## config.mk

```make
export PLATFORM = sky130hd
export DESIGN_NAME = mbist_march_ctrl_flat
export DESIGN_NICKNAME = d
export VERILOG_FILES = /design/src/rtl/mbist_march_ctrl_if.sv /design/src/rtl/mbist_march_ctrl.sv /design/src/flat_wrapper.sv
export SDC_FILE = /design/constraint.sdc
export NUM_CORES = 1
export LEC_CHECK = 0
export ABC_AREA = 1
export CAP_MARGIN = 20
export CORE_UTILIZATION = 52
export CTS_CLUSTER_DIAMETER = 60
export DETAILED_ROUTE_END_ITERATION = 8
export PLACE_DENSITY_LB_ADDON = 0.12
export REMOVE_ABC_BUFFERS = 1
export SYNTH_ARGS = -nofsm -noshare
export SYNTH_HDL_FRONTEND = slang
export SYNTH_SLANG_ARGS = --single-unit
```

## constraint.sdc

```tcl
create_clock -name clk -period 3 [get_ports clk]
set_input_delay 0.6 -clock clk [delete_from_list [all_inputs] [get_ports clk]]
set_output_delay 0.6 -clock clk [all_outputs]
set_load 0.005 [all_outputs]
```

## src/rtl/mbist_march_ctrl_if.sv

```systemverilog
// ---------------------------------------------------------------------------
// mbist_march_ctrl_if
// Purpose : bundles the start/status handshake and the memory bus of the
//           March C- MBIST controller into one interface.
// Signals : start          - level request to begin a test
//           busy/done      - test in progress / test finished
//           fail           - sticky mismatch flag
//           fail_addr/elem - address and March element of first mismatch
//           mem_write_read - 1 = write, 0 = read
//           mem_address    - memory address
//           mem_wdata      - memory write data
//           mem_rdata      - memory read data (two-cycle read latency)
// Modports: slave  - the controller's view
//           master - the host/memory side view
// ---------------------------------------------------------------------------
interface mbist_march_ctrl_if #(
    parameter int DATA_WIDTH = 8,
    parameter int ADDR_WIDTH = 4
);
    logic                  start;
    logic                  busy;
    logic                  done;
    logic                  fail;
    logic [ADDR_WIDTH-1:0] fail_addr;
    logic [2:0]            fail_elem;
    logic                  mem_write_read;
    logic [ADDR_WIDTH-1:0] mem_address;
    logic [DATA_WIDTH-1:0] mem_wdata;
    logic [DATA_WIDTH-1:0] mem_rdata;

    modport slave (
        input  start, mem_rdata,
        output busy, done, fail, fail_addr, fail_elem,
               mem_write_read, mem_address, mem_wdata
    );

    modport master (
        output start, mem_rdata,
        input  busy, done, fail, fail_addr, fail_elem,
               mem_write_read, mem_address, mem_wdata
    );
endinterface

```

## src/rtl/mbist_march_ctrl.sv

```systemverilog
// ---------------------------------------------------------------------------
// mbist_march_ctrl
// Purpose : March C- memory BIST controller over addresses 0..LAST_ADDR.
//           Elements: up(w0); up(r0,w1); up(r1,w0); down(r0,w1);
//           down(r1,w0); up(r0). Read data is compared two cycles after the
//           read is issued, using a two-stage expected-value pipeline.
// Ports   : clk  - clock, rising edge
//           rst  - asynchronous active-high reset
//           bus  - mbist_march_ctrl_if.slave (handshake + memory bus)
// Config  : MBIST_FAIL_STOP_EN - when defined, the first mismatch ends the
//           test and the FSM goes straight to DONE; otherwise the test
//           always runs to completion with the first failure recorded.
// ---------------------------------------------------------------------------
module mbist_march_ctrl #(
    parameter int DATA_WIDTH = 8,
    parameter int ADDR_WIDTH = 4,
    parameter int LAST_ADDR  = 15
) (
    input  logic              clk,
    input  logic              rst,
    mbist_march_ctrl_if.slave bus
);
    localparam logic [2:0] ST_IDLE  = 3'd0;
    localparam logic [2:0] ST_SETUP = 3'd1;
    localparam logic [2:0] ST_RUN   = 3'd2;
    localparam logic [2:0] ST_DRAIN = 3'd3;
    localparam logic [2:0] ST_DONE  = 3'd4;

    localparam logic [ADDR_WIDTH-1:0] LAST_A = ADDR_WIDTH'(LAST_ADDR);

    function automatic logic elem_down(input logic [2:0] e);
        return (e == 3'd3) || (e == 3'd4);
    endfunction

    function automatic logic elem_rw(input logic [2:0] e);
        return (e >= 3'd1) && (e <= 3'd4);
    endfunction

    function automatic logic [DATA_WIDTH-1:0] elem_wdata(input logic [2:0] e);
        return ((e == 3'd1) || (e == 3'd3)) ? '1 : '0;
    endfunction

    function automatic logic [DATA_WIDTH-1:0] elem_rexp(input logic [2:0] e);
        return ((e == 3'd2) || (e == 3'd4)) ? '1 : '0;
    endfunction

    function automatic logic [ADDR_WIDTH-1:0] first_addr(input logic [2:0] e);
        return elem_down(e) ? LAST_A : '0;
    endfunction

    function automatic logic [ADDR_WIDTH-1:0] term_addr(input logic [2:0] e);
        return elem_down(e) ? '0 : LAST_A;
    endfunction

    logic [2:0]            state_q, state_d;
    logic [2:0]            elem_q, elem_d;
    logic [ADDR_WIDTH-1:0] addr_q, addr_d;
    logic                  phase_q, phase_d;   // 0 = read slot, 1 = write slot
    logic                  drain_q, drain_d;
    logic                  fail_q;
    logic [ADDR_WIDTH-1:0] fail_addr_q;
    logic [2:0]            fail_elem_q;

    logic                  vld_p0, vld_p1;
    logic [DATA_WIDTH-1:0] exp_p0, exp_p1;
    logic [ADDR_WIDTH-1:0] adr_p0, adr_p1;
    logic [2:0]            elm_p0, elm_p1;

    logic                  wr;
    logic [ADDR_WIDTH-1:0] mem_addr;
    logic [DATA_WIDTH-1:0] mem_wd;
    logic                  start_acc;
    logic                  running;
    logic                  new_fail;
    logic                  rd_issue;

    assign start_acc = ((state_q == ST_IDLE) || (state_q == ST_DONE)) && bus.start;
    assign running   = (state_q == ST_SETUP) || (state_q == ST_RUN) || (state_q == ST_DRAIN);
    // SETUP reads are dummy operations, so only RUN reads enter the pipeline.
    assign rd_issue  = (state_q == ST_RUN) && !wr;
    assign new_fail  = vld_p1 && (bus.mem_rdata != exp_p1) && !fail_q;

    always_comb begin
        wr       = 1'b0;
        mem_addr = '0;
        mem_wd   = '0;
        case (state_q)
            ST_SETUP: begin
                mem_addr = addr_q;
                mem_wd   = elem_wdata(elem_q);
            end
            ST_RUN: begin
                mem_addr = addr_q;
                mem_wd   = elem_wdata(elem_q);
                if (elem_q == 3'd0)
                    wr = 1'b1;
                else if (elem_rw(elem_q))
                    wr = phase_q;
            end
            default: ;
        endcase
    end

    always_comb begin
        state_d = state_q;
        elem_d  = elem_q;
        addr_d  = addr_q;
        phase_d = phase_q;
        drain_d = drain_q;
        case (state_q)
            ST_IDLE, ST_DONE: begin
                if (bus.start) begin
                    state_d = ST_SETUP;
                    elem_d  = 3'd0;
                    addr_d  = first_addr(3'd0);
                    phase_d = 1'b0;
                end
            end
            ST_SETUP: begin
                state_d = ST_RUN;
                phase_d = 1'b0;
            end
            ST_RUN: begin
                if (elem_rw(elem_q) && !phase_q) begin
                    phase_d = 1'b1;
                end else begin
                    phase_d = 1'b0;
                    // The terminal address ends the element; counters never wrap.
                    if (addr_q == term_addr(elem_q)) begin
                        if (elem_q == 3'd5) begin
                            state_d = ST_DRAIN;
                            drain_d = 1'b0;
                        end else begin
                            state_d = ST_SETUP;
                            elem_d  = elem_q + 3'd1;
                            addr_d  = first_addr(elem_q + 3'd1);
                        end
                    end else if (elem_down(elem_q)) begin
                        addr_d = addr_q - ADDR_WIDTH'(1);
                    end else begin
                        addr_d = addr_q + ADDR_WIDTH'(1);
                    end
                end
            end
            ST_DRAIN: begin
                if (drain_q)
                    state_d = ST_DONE;
                else
                    drain_d = 1'b1;
            end
            default: state_d = ST_IDLE;
        endcase
`ifdef MBIST_FAIL_STOP_EN
        if (new_fail && running)
            state_d = ST_DONE;
`endif
    end

    always_ff @(posedge clk or posedge rst) begin
        if (rst) begin
            state_q     <= ST_IDLE;
            elem_q      <= 3'd0;
            addr_q      <= '0;
            phase_q     <= 1'b0;
            drain_q     <= 1'b0;
            fail_q      <= 1'b0;
            fail_addr_q <= '0;
            fail_elem_q <= 3'd0;
            vld_p0      <= 1'b0;
            vld_p1      <= 1'b0;
        end else begin
            state_q <= state_d;
            elem_q  <= elem_d;
            addr_q  <= addr_d;
            phase_q <= phase_d;
            drain_q <= drain_d;
            // Stage p0: read issued; stage p1: data arrives next cycle.
            vld_p0  <= rd_issue;
            vld_p1  <= vld_p0 && !start_acc;
            if (start_acc) begin
                fail_q      <= 1'b0;
                fail_addr_q <= '0;
                fail_elem_q <= 3'd0;
            end else if (new_fail) begin
                fail_q      <= 1'b1;
                fail_addr_q <= adr_p1;
                fail_elem_q <= elm_p1;
            end
        end
    end

    always_ff @(posedge clk) begin
        exp_p0 <= elem_rexp(elem_q);
        adr_p0 <= addr_q;
        elm_p0 <= elem_q;
        exp_p1 <= exp_p0;
        adr_p1 <= adr_p0;
        elm_p1 <= elm_p0;
    end

    assign bus.busy           = running;
    assign bus.done           = (state_q == ST_DONE);
    assign bus.fail           = fail_q;
    assign bus.fail_addr      = fail_addr_q;
    assign bus.fail_elem      = fail_elem_q;
    assign bus.mem_write_read = wr;
    assign bus.mem_address    = mem_addr;
    assign bus.mem_wdata      = mem_wd;
endmodule

```

## src/flat_wrapper.sv

```systemverilog
// flat-port wrapper written by rule: the top's interface ports become plain ports
module mbist_march_ctrl_flat 
#(
    parameter int DATA_WIDTH = 8,
    parameter int ADDR_WIDTH = 4,
    parameter int LAST_ADDR  = 15
)
  (clk, rst, bus_start, bus_mem_rdata, bus_busy, bus_done, bus_fail, bus_fail_addr, bus_fail_elem, bus_mem_write_read, bus_mem_address, bus_mem_wdata);
  mbist_march_ctrl_if #(.DATA_WIDTH(DATA_WIDTH), .ADDR_WIDTH(ADDR_WIDTH)) bus_i ();
  input  logic clk;
  input  logic rst;
  input wire logic [$bits(bus_i.start)-1:0] bus_start;
  input wire logic [$bits(bus_i.mem_rdata)-1:0] bus_mem_rdata;
  output wire logic [$bits(bus_i.busy)-1:0] bus_busy;
  output wire logic [$bits(bus_i.done)-1:0] bus_done;
  output wire logic [$bits(bus_i.fail)-1:0] bus_fail;
  output wire logic [$bits(bus_i.fail_addr)-1:0] bus_fail_addr;
  output wire logic [$bits(bus_i.fail_elem)-1:0] bus_fail_elem;
  output wire logic [$bits(bus_i.mem_write_read)-1:0] bus_mem_write_read;
  output wire logic [$bits(bus_i.mem_address)-1:0] bus_mem_address;
  output wire logic [$bits(bus_i.mem_wdata)-1:0] bus_mem_wdata;
  assign bus_i.start = bus_start;
  assign bus_i.mem_rdata = bus_mem_rdata;
  assign bus_busy = bus_i.busy;
  assign bus_done = bus_i.done;
  assign bus_fail = bus_i.fail;
  assign bus_fail_addr = bus_i.fail_addr;
  assign bus_fail_elem = bus_i.fail_elem;
  assign bus_mem_write_read = bus_i.mem_write_read;
  assign bus_mem_address = bus_i.mem_address;
  assign bus_mem_wdata = bus_i.mem_wdata;
  mbist_march_ctrl #(.DATA_WIDTH(DATA_WIDTH), .ADDR_WIDTH(ADDR_WIDTH), .LAST_ADDR(LAST_ADDR)) u_core (.clk(clk), .rst(rst), .bus(bus_i));
endmodule
```

; ---- Yosys cells after proc, flatten, opt, wreduce, memory -nomap -nowiden
; Index checks and enable logic that the tools add are counted.
[totals]
out_inout_bits = 23
input_bits = 11
register_bits = 52
[classes]
magnitude_cmp = 2
add_sub_neg = 3
reduce_logical = 31
n_eq_ne = 20
n_mux = 39
[ops]
columns = operator, count
row1 = two-way mux 4 bit, 10
row2 = two-way mux 3 bit, 10
row3 = two-way mux 8 bit, 3
row4 = "equality test 3 x 2 -> 1 bit, second input constant", 5
row5 = "equality test 3 bit, second input constant", 4
row6 = case mux 3 bit (4 select lines), 1
row7 = AND reduction 4 bit, 3
row8 = two-way mux 1 bit, 10
row9 = "inequality test 2 bit, second input constant", 5
row10 = inequality test 8 bit, 1
row11 = case mux 4 bit (2 select lines), 1
row12 = logical AND 1 bit, 7
row13 = logical OR 1 bit, 7
row14 = "equality test 3 x 1 -> 1 bit, second input constant", 2
row15 = zero test 3 bit, 2
row16 = case mux 3 bit (2 select lines), 1
row17 = nonzero test 2 bit, 3
row18 = AND reduction 5 bit, 1
row19 = "adder 4 x 1 -> 4 bit, second input constant", 1
row20 = equality test 4 bit, 1
row21 = zero test 1 bit, 4
row22 = OR reduction 2 bit, 2
row23 = "subtractor 4 x 1 -> 4 bit, second input constant", 1
row24 = "adder 3 x 1 -> 3 bit, second input constant", 1
row25 = 9 further kinds, 9

; ---- Longest topological paths before layout
; Gate-level depths: netlist of run 1.
[depth]
word_depth = 8
depth_mapped = 17
mapped_depth_nobuf = 17

; ---- Worst setup path after synthesis of run 1
; No wires, ideal clock.
[synth_timing]
kind = register to output
startpoint = reg u_core.state_q[2]
endpoint = out bus_mem_wdata[1]
required_ps = 2400
path_stages_with_launch = 6
path_slack_ps = 650
arrival_ps = 1750
path_buffers = 1
cell_sequence = dfrtp_1 -> nor3_4 -> or2_2 -> inv_1 -> nor3_1 -> buf_4
[synth_between]
elab_chain_len = 3
word_cells_on_any_way = 4
classes_between = eq/ne: 2 / mux: 1 / reduce/logical: 1
[synth_lines]
columns = item, line_no
row1 = from (decl), mbist_march_ctrl.sv:55  ; logic [2:0] state_q, state_d;
row2 = from (signal assigned), mbist_march_ctrl.sv:172  ; state_q <= state_d;
row3 = equality test 3 x 2 -> 1 bit or equality test 3 x 1 -> 1 bit (tied branches), mbist_march_ctrl.sv:87  ; case (state_q)
row4 = OR reduction 2 bit (no line) (*), -
row5 = two-way mux 8 bit (*), -
row6 = to (decl), flat_wrapper.sv:21  ; output wire logic [$bits(bus_i.mem_wdata)-1:0] bus_mem_wdata;
; Every way passes the cells marked *; elsewhere a longest branch is shown, timed or not.

; ---- Final worst setup path of run 1
[layout_timing]
startpoint = reg u_core.state_q[2]
endpoint = out bus_mem_wdata[4]
; The elaborated chain is that of the path after synthesis.

==> qor.yml, run 1 <==
grt_overflow_total: 0
gp_routability_congestion: 0.8942
drive_gt1_share_pct: 11.36
timing.critical_path.buf_inv: 3
arrival_worst_endpoint_ps: 2200
synth_seq_cells: 38
netSwitchingFraction_pct: 20.58
critPathMaxFanout: 8
final-max-slew-violation-count: 0
hold_path_depth: 0
standard_cell_core_area_um2: 3390
clk_latency_ps: 340
grt_util_all_layers_pct: 20.35
ys_types: 30
total_switching_power_uw: 180.5
synthesis.area_per_instance_um2: 8.138
ys.warnings.count: 0
clock-skew-final_ps: 13.13
path_cells: "nor3_2 -> or2_2 -> inv_1 -> nor3_1 -> buf_4 -> clkdlybuf4s50_1"
worst-slew-pin-transition_ps: 833.8
die_height_um: 62.00
area.sequential_um2: 870.8
final_util_pct: 67.81
h-tree-depth: 2
reg2reg_setup_slack_ps: 470
timing.critical_path.from_type: "flip-flop"
syn-cell-area_um2: 1872
floorplan.initialDensity_pct: 55.22
worst_slew_margin_rel_pct: 44.35
design.die.area_um2: 3843
drt_pass1_iterations: 4
global_route.usage.met2_pct: 33.89
routedWlPerCell_um: 11.05
cts.path.max_buffers: 2
critical_path.endpoint_type: "output port"
die_width_um: 62.00
setup_total_negative_slack_ps: 0
cts.sink_count: 38
num_io_pins: 34
power_frac_seq_pct: 58.0
routed_wirelength_um: 3424
power_density_over_cell_area_nw_per_um2: 381.5
cts_tree: "yes"
timing.critical_path.slowest_cell_delay_ps: 510
final_hold_viol_count: 0
use_met3_pct: 6.211
min_to: "u_core.adr_p1[0]"
min_period_over_period_pct: 93.36
power_frac_comb_pct: 2.6
highest_clock_frequency_the_design_can_meet_mhz: 357.1
grt_setup_unrepaired: "false"
gr-usage-met1_pct: 25.52
power_leakage_nw: 1.183
placement_rows: 21
via_count_normalized_by_instance_count: 4.865
placement.io_buffers: 33
pre_cts_slack_ps: 492.5
final_min_period_ps: 2801
numCtsBuffers: 5
grt_antenna_before_repair: 0
clk_transition_reported_paths_ps: 120
fin_nets: 282
multiInputGateArea_um2: 827.0
area_delta_synth_final_pct: 22.79
antenna-diode-count: 0
worstReg2RegEnd: "u_core.addr_q[0]"
ctsRootBufferMaster: "clkbuf_4"
hold_sp: "u_core.adr_p0[0]"
top_usage_layer: "met2"
critical_path.slowest_cell: "dfrtp_1"
drv_cap: 0
max-vdd-ir-drop_v: 0.0002325
post-cts-setup-buffer-count: 0
final.fill_count: 283
grt_pass1_wl_um: 5630
dp_hpwl_um: 2588
synth_seq_area_share_pct: 46.52
pwr-share-clk_pct: 39.4
int_pwr_uw: 696.4
worst_r2r_path_depth: 16
dr_total_vias: 1508
critical_path.top_delay_family: "buffers and inverters"
detail-route-antenna-nets: 0
min-delay-path-class: "reg2reg"
number_of_drc_markers_in_iteration_0: 81
critical_path_class: "reg2out"
syn_inst: 230
grt_pass1_vias: 1304
required_ps: 2400
setup_viol: 0
reg2reg_from: "u_core.elem_q[0]"
detail_route.drc_violations: 0
grt_max_degree: 23
outcome: "completed"
timing.final.ws_setup_ps: 199.3
Yosys cell counts:
cell | n | share of area [%]
fa_1 | 1 | 1.1
nand2_1 | 49 | 9.8
a21boi_0 | 2 | 0.80
nand3_2 | 5 | 2.7
o21ai_1 | 5 | 1.3
a21oi_1 | 1 | 0.27
nand3_1 | 26 | 7.0
o21ai_0 | 6 | 1.6
nor3_1 | 5 | 1.3
nor2_1 | 27 | 5.4
inv_2 | 2 | 0.40
buf_4 | 8 | 3.2
nand4_1 | 3 | 1.0
inv_4 | 1 | 0.33
xnor2_1 | 1 | 0.47
nor2_2 | 2 | 0.67
nor2_4 | 3 | 1.8
o21a_1 | 1 | 0.40
or2_2 | 2 | 0.67
inv_1 | 26 | 5.2
dfrtp_1 | 22 | 29
a31oi_1 | 1 | 0.33
ha_1 | 7 | 4.7
nor3_4 | 1 | 0.87
nand2_2 | 3 | 1.0
dfxtp_1 | 16 | 17
clkinv_1 | 1 | 0.20
clkbuf_1 | 1 | 0.20
o211ai_1 | 1 | 0.40
and3_1 | 1 | 0.33
power groups by stage:
stage          registers [mW]  logic [mW]  clock network [mW]
2_1_floorplan           0.519     0.00681                   0
3_3_place_gp            0.519      0.0229                   0
3_5_place_dp            0.519      0.0231                   0
4_1_cts                 0.509      0.0233               0.354
5_1_grt                 0.509      0.0261               0.376
6_report                0.509      0.0228               0.345
sequential cells by signal, indices dropped and copies added (netlist names):
register	cells
u_core.elem_q	3
u_core.bus.fail_addr	4
u_core.state_q	3
u_core.adr_p1	4
u_core.vld_p0	1
u_core.exp_p1	1
u_core.bus.fail	1
u_core.adr_p0	4
u_core.elm_p0	3
u_core.phase_q	1
u_core.exp_p0	1
u_core.addr_q	4
u_core.bus.fail_elem	3
u_core.elm_p1	3
u_core.vld_p1	1
u_core.drain_q	1
cells in the final DEF (no fill, tap or decap), types with 2 or more instances in the layout:
cell type and instances:
a21boi_0 2, buf_4 2, clkbuf_4 5, clkdlybuf4s50_1 33
clkinvlp_4 2, dfrtp_1 22, dfxtp_1 16, ha_1 7
inv_1 26, inv_2 2, nand2_1 49, nand2_2 3
nand3_1 26, nand3_2 5, nand4_1 3, nor2_1 27
nor2_2 2, nor2_4 3, nor3_1 4, o21ai_0 6
o21ai_1 5, or2_2 2
area by class of cell:
cell class              instances  area share (%)
repair buffers                 35           15.02
inverters                      30           5.008
flip-flops and latches         38           37.89
clock buffers                   5           1.633
multi-input cells             153           35.98
clock inverters                 3           1.960
well taps                      46           2.504
metal layers:
metal  vias up  part of all wire [%]  wire (um)
met4         0                   1.6         55
met2        46                    46       1559
li1        793                     -          -
met3         8                   7.1        243
met5         -                     0          0
met1       661                    46       1564
per-stage QoR:
| stage | hold WS, ps | area (um^2) | power, mW | cells |
|---|---|---|---|---|
| after floorplan | 309.6 | 1808 | 0.5261 | 221 |
| after global placement | 310.3 | 2211 | 0.5422 | 302 |
| after detailed placement | 312.1 | 2211 | 0.5424 | 302 |
| after CTS | 330.8 | 2293 | 0.8858 | 310 |
| after global routing | 327.9 | 2298 | 0.9114 | 310 |
| final | 325.3 | 2298 | 0.8769 | 310 |
cell families (layout without fill, tap and decap cells):
group                      Yosys count  count (layout)  synth area share (%)
buffers and inverters               39              73                 9.559
and+or+nand+nor                    127             127                 32.55
adders and majority gates            8               8                 5.748
DFF                                 38              38                 46.52
AOI/OAI and AO/OA                   17              17                 5.147
xor gates and xnor gates             1               1                0.4680
how the worst max path moves through the flow:
stage / start / endpoint / cells after the start / slack [ps]
2_1_floorplan: u_core.state_q[2] / bus_mem_wdata[0] / 4 / 530
3_3_place_gp: u_core.state_q[2] / bus_mem_wdata[4] / 6 / 520
3_5_place_dp: u_core.state_q[2] / bus_mem_wdata[4] / 6 / 490
4_1_cts: u_core.state_q[2] / bus_mem_wdata[4] / 6 / 80
5_1_grt: u_core.elem_q[0] / bus_mem_write_read / 9 / 30
6_report: u_core.state_q[2] / bus_mem_wdata[4] / 6 / 200
what timing repair did:
item	in CTS	in global routing
endpoints found under the setup margin	0	8
hold buffers	0	0
gates resized for setup	0	1
(Power assumes the default switching activity.)
==> run 2: changes to the inputs <==
==> constraint.sdc (replaced) <==
create_clock -name clk -period 3 [get_ports clk]
set_input_delay 0.6 -clock clk [delete_from_list [all_inputs] [get_ports clk]]
set_output_delay 0.6 -clock clk [all_outputs]
set_load 0.01 [all_outputs]
==> qor.yml, run 2 (synthesis results as in run 1) <==
outcome: "completed"
arrival_worst_endpoint_ps: 2210  # about the same
power_leakage_nw: 1.197  # +1.2%
min_period_over_period_pct: 93.64  # +0.28 points
grt_util_all_layers_pct: 20.22  # -0.13 points
dpl_cell_area_um2: 2211  # unchanged
min-delay-path-class: "reg2reg"
critPathMaxFanout: 8  # unchanged
critical_path.top_delay_family: "buffers and inverters"
setup_viol: 0  # unchanged
area_delta_synth_final_pct: 24.13
hold_path_depth: 0  # unchanged
critical_path.slowest_cell: "clkdlybuf4s50_1"
cts_tree: "yes"
placement.io_buffers: 33  # unchanged
standard_cell_core_area_um2: 3390  # unchanged
die_width_um: 62.00  # unchanged
path_cells: "nor3_2 -> or2_2 -> inv_1 -> nor3_1 -> buf_4 -> clkdlybuf4s50_1"
clk_transition_reported_paths_ps: 120  # about the same
gp_routability_congestion: 0.8267  # -7.5%
critical_path_class: "reg2out"
final_hold_viol_count: 0  # unchanged
grt_antenna_before_repair: 0  # unchanged
final_min_period_ps: 2809  # +8.449 ps
final.fill_count: 262  # -7.4%
critical_path.endpoint_type: "output port"
cts-hold-fix-buffers: 0  # unchanged
drv_cap: 0  # unchanged
drive_gt1_share_pct: 12.12  # +0.76 points
grt_overflow_total: 0  # unchanged
design.die.area_um2: 3843  # unchanged
worst-slew-pin-transition_ps: 804.5  # -29.36 ps
required_ps: 2400  # about the same
h-tree-depth: 2  # unchanged
floorplan.initialDensity_pct: 55.22  # unchanged
post-cts-setup-buffer-count: 0  # unchanged
gr-usage-met1_pct: 22.00  # -3.5 points
timing.critical_path.slowest_cell_delay_ps: 540  # +30 ps
layout.cell_area.non_filler_um2: 2323  # +1.1%
num_io_pins: 34  # unchanged
die_height_um: 62.00  # unchanged
routedWlPerCell_um: 10.97  # -0.64%
layoutNonFillerInstCount: 310  # unchanged
timing.critical_path.buf_inv: 3  # unchanged
ctsRootBufferMaster: "clkbuf_4"
drt_pass1_iterations: 5  # +1
detail-route-antenna-nets: 0  # unchanged
number_of_drc_markers_in_iteration_0: 39  # -52%
clk_latency_ps: 340  # about the same
top_usage_layer: "met2"
clock-skew-final_ps: 12.37  # -0.7689 ps
number_of_placed_instances_taps_included: 302  # unchanged
global_route.usage.met2_pct: 36.17  # +2.3 points
grt_pass1_vias: 1393  # +6.8%
grt_setup_unrepaired: "false"
numCtsBuffers: 5  # unchanged
placement_rows: 21  # unchanged
fin_nets: 282  # unchanged
highest_clock_frequency_the_design_can_meet_mhz: 356.0  # -0.30%
max-vdd-ir-drop_v: 0.0001950  # -16%
antenna-diode-count: 0  # unchanged
worst_r2r_path_depth: 16  # unchanged
via_count_normalized_by_instance_count: 4.948  # +1.7%
detail_route.drc_violations: 0  # unchanged
worst_slew_margin_rel_pct: 46.31  # +2.0 points
cts.sink_count: 38  # unchanged
grt_pass1_wl_um: 5533  # -1.7%
logic_depth_of_the_worst_setup_path_including_buffers: 6  # unchanged
cts.path.max_buffers: 2  # unchanged
use_met3_pct: 6.004  # -0.21 points
final-max-slew-violation-count: 0  # unchanged
mostFrequentLayoutCells: "49 x nand2_1, 33 x clkdlybuf4s50_1, 27 x nor2_1, 26 x nand3_1, 25 x inv_1"
timing.critical_path.from_type: "flip-flop"
post_cts.resized_instances: 0  # unchanged
dr_total_vias: 1534  # +1.7%
power_density_over_cell_area_nw_per_um2: 412.8  # +8.2%
commonest_non_fill_non_tap_cell_in_the_layout: "nand2_1"
dp_hpwl_um: 2549  # -1.5%
routed_wirelength_um: 3402  # -0.64%
grt_max_degree: 23  # unchanged
## run 2: changes by cell type in the layout (fill, tap and decap cells not counted)
cell and delta:
clkinv_4 +1, inv_2 +1, bufinv_16 +1, inv_1 -1, clkinvlp_4 -2, dfrtp_1 -1
dfrtp_2 +1
## run 2: area by class of cell
class,count,area (um^2),area share (%)
Inverter,30,115.1,4.954
Tap cell,46,57.56,2.477
Clock inverter,3,68.82,2.962
Timing Repair Buffer,35,345.3,14.86
Multi-Input combinational cell,153,827.0,35.60
Clock buffer,5,37.54,1.616
Sequential cell,38,872.1,37.53
## run 2: per-layer routing
layer / share of wire [%] / wire length (um)
met5: 0 / 0
met4: 1.7 / 57
met3: 6.3 / 214
met2: 48 / 1640
met1: 44 / 1490
## run 2: per-stage QoR
stage | utilization [%] | hold slack, ps | power (mW) | TNS, ps | setup WS (ps)
finish | 68.55 | 333.1 | 0.9592 | 0 | 190.9
CTS | 68.36 | 332.9 | 0.9685 | 0 | 87.60
floorplan | - | 309.6 | 0.5261 | -2044 | -255.5
global route | 68.55 | 335.7 | 0.9979 | 0 | 15.51
detailed placement | 65.23 | 312.1 | 0.5424 | 0 | 430.2
global placement | 65.23 | 309.5 | 0.5422 | 0 | 474.7
## run 2: final timing paths
path | startpoint | endpoint | slack (ps)
worst max register to register | u_core.elem_q[0] | u_core.addr_q[3] | 410
worst min-delay path | u_core.elm_p0[2] | u_core.elm_p1[2] | 330
worst max-delay path | u_core.state_q[2] | bus_mem_wdata[4] | 190
min in group asynchronous | rst | u_core.state_q[0] | 690
max in group asynchronous | rst | u_core.elem_q[1] | 1760
worst min register to register | u_core.elm_p0[2] | u_core.elm_p1[2] | 330
## run 2: where the power goes
part           total (mW)  switching, mW  internal (mW)
registers           0.509              0          0.509
logic              0.0225        0.00972         0.0128
clock network       0.428          0.167          0.261
total               0.959          0.177          0.782
==> run 3: changes to the inputs <==
--- a/config.mk
+++ b/config.mk
@@ -7,7 +7,7 @@
 export LEC_CHECK = 0
 export ABC_AREA = 1
 export CAP_MARGIN = 20
-export CORE_UTILIZATION = 52
+export CORE_UTILIZATION = 45
 export CTS_CLUSTER_DIAMETER = 60
 export DETAILED_ROUTE_END_ITERATION = 8
 export PLACE_DENSITY_LB_ADDON = 0.12
==> qor.yml, run 3 (synthesis results as in run 1) <==
finalHoldWorstSlack_ps: 329.9  # -3.242 ps
path_cells: "nor3_1 -> or2_2 -> inv_1 -> nor3_1 -> buf_4 -> clkdlybuf4s50_1"
timing.critical_path.from_type: "flip-flop"
final_util_pct: 59.21  # -9.3 points
grt_pass1_wl_um: 5713  # +3.3%
grt_max_degree: 23  # unchanged
gp_routability_congestion: 0.8266  # about the same
drt_pass1_iterations: 6  # +1
use_met3_pct: 4.795  # -1.2 points
layoutNonFillerInstCount: 316  # +1.9%
critical_path.top_delay_family: "buffers and inverters"
timing.critical_path.slowest_cell_delay_ps: 540  # about the same
gr-usage-met1_pct: 21.54  # -0.47 points
setup_viol: 0  # unchanged
die_height_um: 66.50  # +7.3%
commonest_non_fill_non_tap_cell_in_the_layout: "nand2_1"
cpMostUsedCell: "nor3_1"
grt_util_all_layers_pct: 17.63  # -2.6 points
required_ps: 2400  # about the same
grt_overflow_total: 0  # unchanged
placement_rows: 23  # +9.5%
critical_path.endpoint_type: "output port"
clk_transition_reported_paths_ps: 70  # -50 ps
layout.cell_area.non_filler_um2: 2369  # +1.9%
violations_in_the_final_reports: "design-rule violations"
outcome: "complete, but fails checks"
post-cts-setup-buffer-count: 0  # unchanged
power_leakage_nw: 1.222  # +2.1%
routedWlPerCell_um: 10.90  # -0.66%
critical_path.slowest_cell: "clkdlybuf4s50_1"
fin_nets: 284  # +0.71%
worstSetupStartpoint: "u_core.state_q[2]"
min-delay-path-class: "reg2reg"
grt_pass1_vias: 1352  # -2.9%
mostFrequentLayoutCells: "49 x nand2_1, 33 x clkdlybuf4s50_1, 27 x nor2_1, 26 x inv_1, 26 x nand3_1"
final-max-slew-violation-count: 0  # unchanged
number_of_drc_markers_in_iteration_0: 49  # +26%
detail-route-antenna-nets: 0  # unchanged
dp_hpwl_um: 2601  # +2.0%
post_cts.resized_instances: 0  # unchanged
grt_setup_unrepaired: "false"
hold_sp: "u_core.adr_p0[1]"
drive_gt1_share_pct: 11.65  # -0.47 points
worst-slew-pin-transition_ps: 832.7  # +28.19 ps
ctsRootBufferMaster: "clkbuf_8"
top_usage_layer: "met2"
clock-skew-final_ps: 7.206  # -5.159 ps
setup_total_negative_slack_ps: 0  # unchanged
min_period_over_period_pct: 94.37  # +0.73 points
cts.path.max_buffers: 2  # unchanged
max-vdd-ir-drop_v: 0.0001876  # -3.8%
final_min_period_ps: 2831  # +21.96 ps
area_delta_synth_final_pct: 26.54
global_route.usage.met2_pct: 29.59  # -6.6 points
arrival_worst_endpoint_ps: 2230  # +20 ps
cts_tree: "yes"
standard_cell_core_area_um2: 4000  # +18%
numCtsBuffers: 5  # unchanged
drv_cap: 0  # unchanged
critPathMaxFanout: 8  # unchanged
highest_clock_frequency_the_design_can_meet_mhz: 353.2  # -0.78%
num_io_pins: 34  # unchanged
dpl_cell_area_um2: 2231  # +0.91%
worst_slew_margin_rel_pct: 44.43  # -1.9 points
via_count_normalized_by_instance_count: 4.699  # -5.0%
reg2reg_from: "u_core.elem_q[0]"
die_width_um: 66.50  # +7.3%
cts-hold-fix-buffers: 0  # unchanged
h-tree-depth: 2  # unchanged
final_hold_viol_count: 0  # unchanged
cts.sink_count: 38  # unchanged
antenna-diode-count: 0  # unchanged
detail_route.drc_violations: 2  # +2
placement.io_buffers: 33  # unchanged
timing.critical_path.buf_inv: 3  # unchanged
clk_latency_ps: 290  # -50 ps
dr_total_vias: 1485  # -3.2%
design.die.area_um2: 4422  # +15%
grt_antenna_before_repair: 0  # unchanged
number_of_placed_instances_taps_included: 308  # +2.0%
floorplan.initialDensity_pct: 46.79  # -8.4 points
routed_wirelength_um: 3445  # +1.3%
power_density_over_cell_area_nw_per_um2: 442.6  # +7.2%
critical_path_class: "reg2out"
-- run 3: cell count changes in the layout (fill, tap and decap cells not counted) --
cell | before | now
inv_2 | 3 | 2
buf_4 | 2 | 4
nor3_1 | 4 | 5
clkbuf_8 | 0 | 5
nor3_2 | 1 | 0
clkbuf_4 | 5 | 0
inv_1 | 25 | 26
dfrtp_2 | 1 | 0
dfrtp_1 | 21 | 22
-- run 3: worst reg2reg max path, stage by stage (launching register included) --
cell	delay [ps]
dfrtp_1	440
inv_1	140
ha_1	210
inv_1	70
nand2_2	100
nand2_2	140
inv_1	90
ha_1	340
nand2_1	100
nor2_1	170
nand3_2	140
nand3_2	160
nand3_2	150
nand2_1	100
o21ai_1	60
-- run 3: layout make-up --
type	instances	area, um^2
tap	50	62.56
timing repair buffer	37	360.3
multi-input combinational	153	822.0
sequential	38	870.8
fill	369	1632
clock inverter	3	68.82
clock buffer	5	68.82
inverter	30	115.1
-- run 3: per-stage QoR --
step           power [mW]  setup slack (ps)
6_report            1.048             168.9
5_1_grt             1.086             52.05
4_1_cts             1.058             166.8
3_5_place_dp       0.5427             487.9
3_3_place_gp       0.5426             482.0
2_1_floorplan      0.5261            -255.5
-- run 3: routing by layer --
layer,wire (um),vias to the layer above
li1,-,795
met1,1719,650
met2,1531,34
met3,141,6
met4,53,0
met5,0,-
-- run 3: final timing paths --
| path | slack [ps] | depth (start not counted) | endpoint |
|---|---|---|---|
| min | 330 | 0 | u_core.adr_p1[1] |
| max reg2reg | 470 | 14 | u_core.elem_q[2] |
| min reg2reg | 330 | 0 | u_core.adr_p1[1] |
| max in group asynchronous | 1710 | 2 | u_core.addr_q[0] |
| min in group asynchronous | 770 | 2 | u_core.bus.fail_elem[0] |
| max | 170 | 6 | bus_mem_wdata[5] |
-- run 3: power breakdown --
group	switching [mW]	leakage, nW	internal (mW)	total, mW
clock	0.184	0.0683	0.333	0.517
combinational	0.0101	0.757	0.0128	0.0229
sequential	0	0.397	0.508	0.508
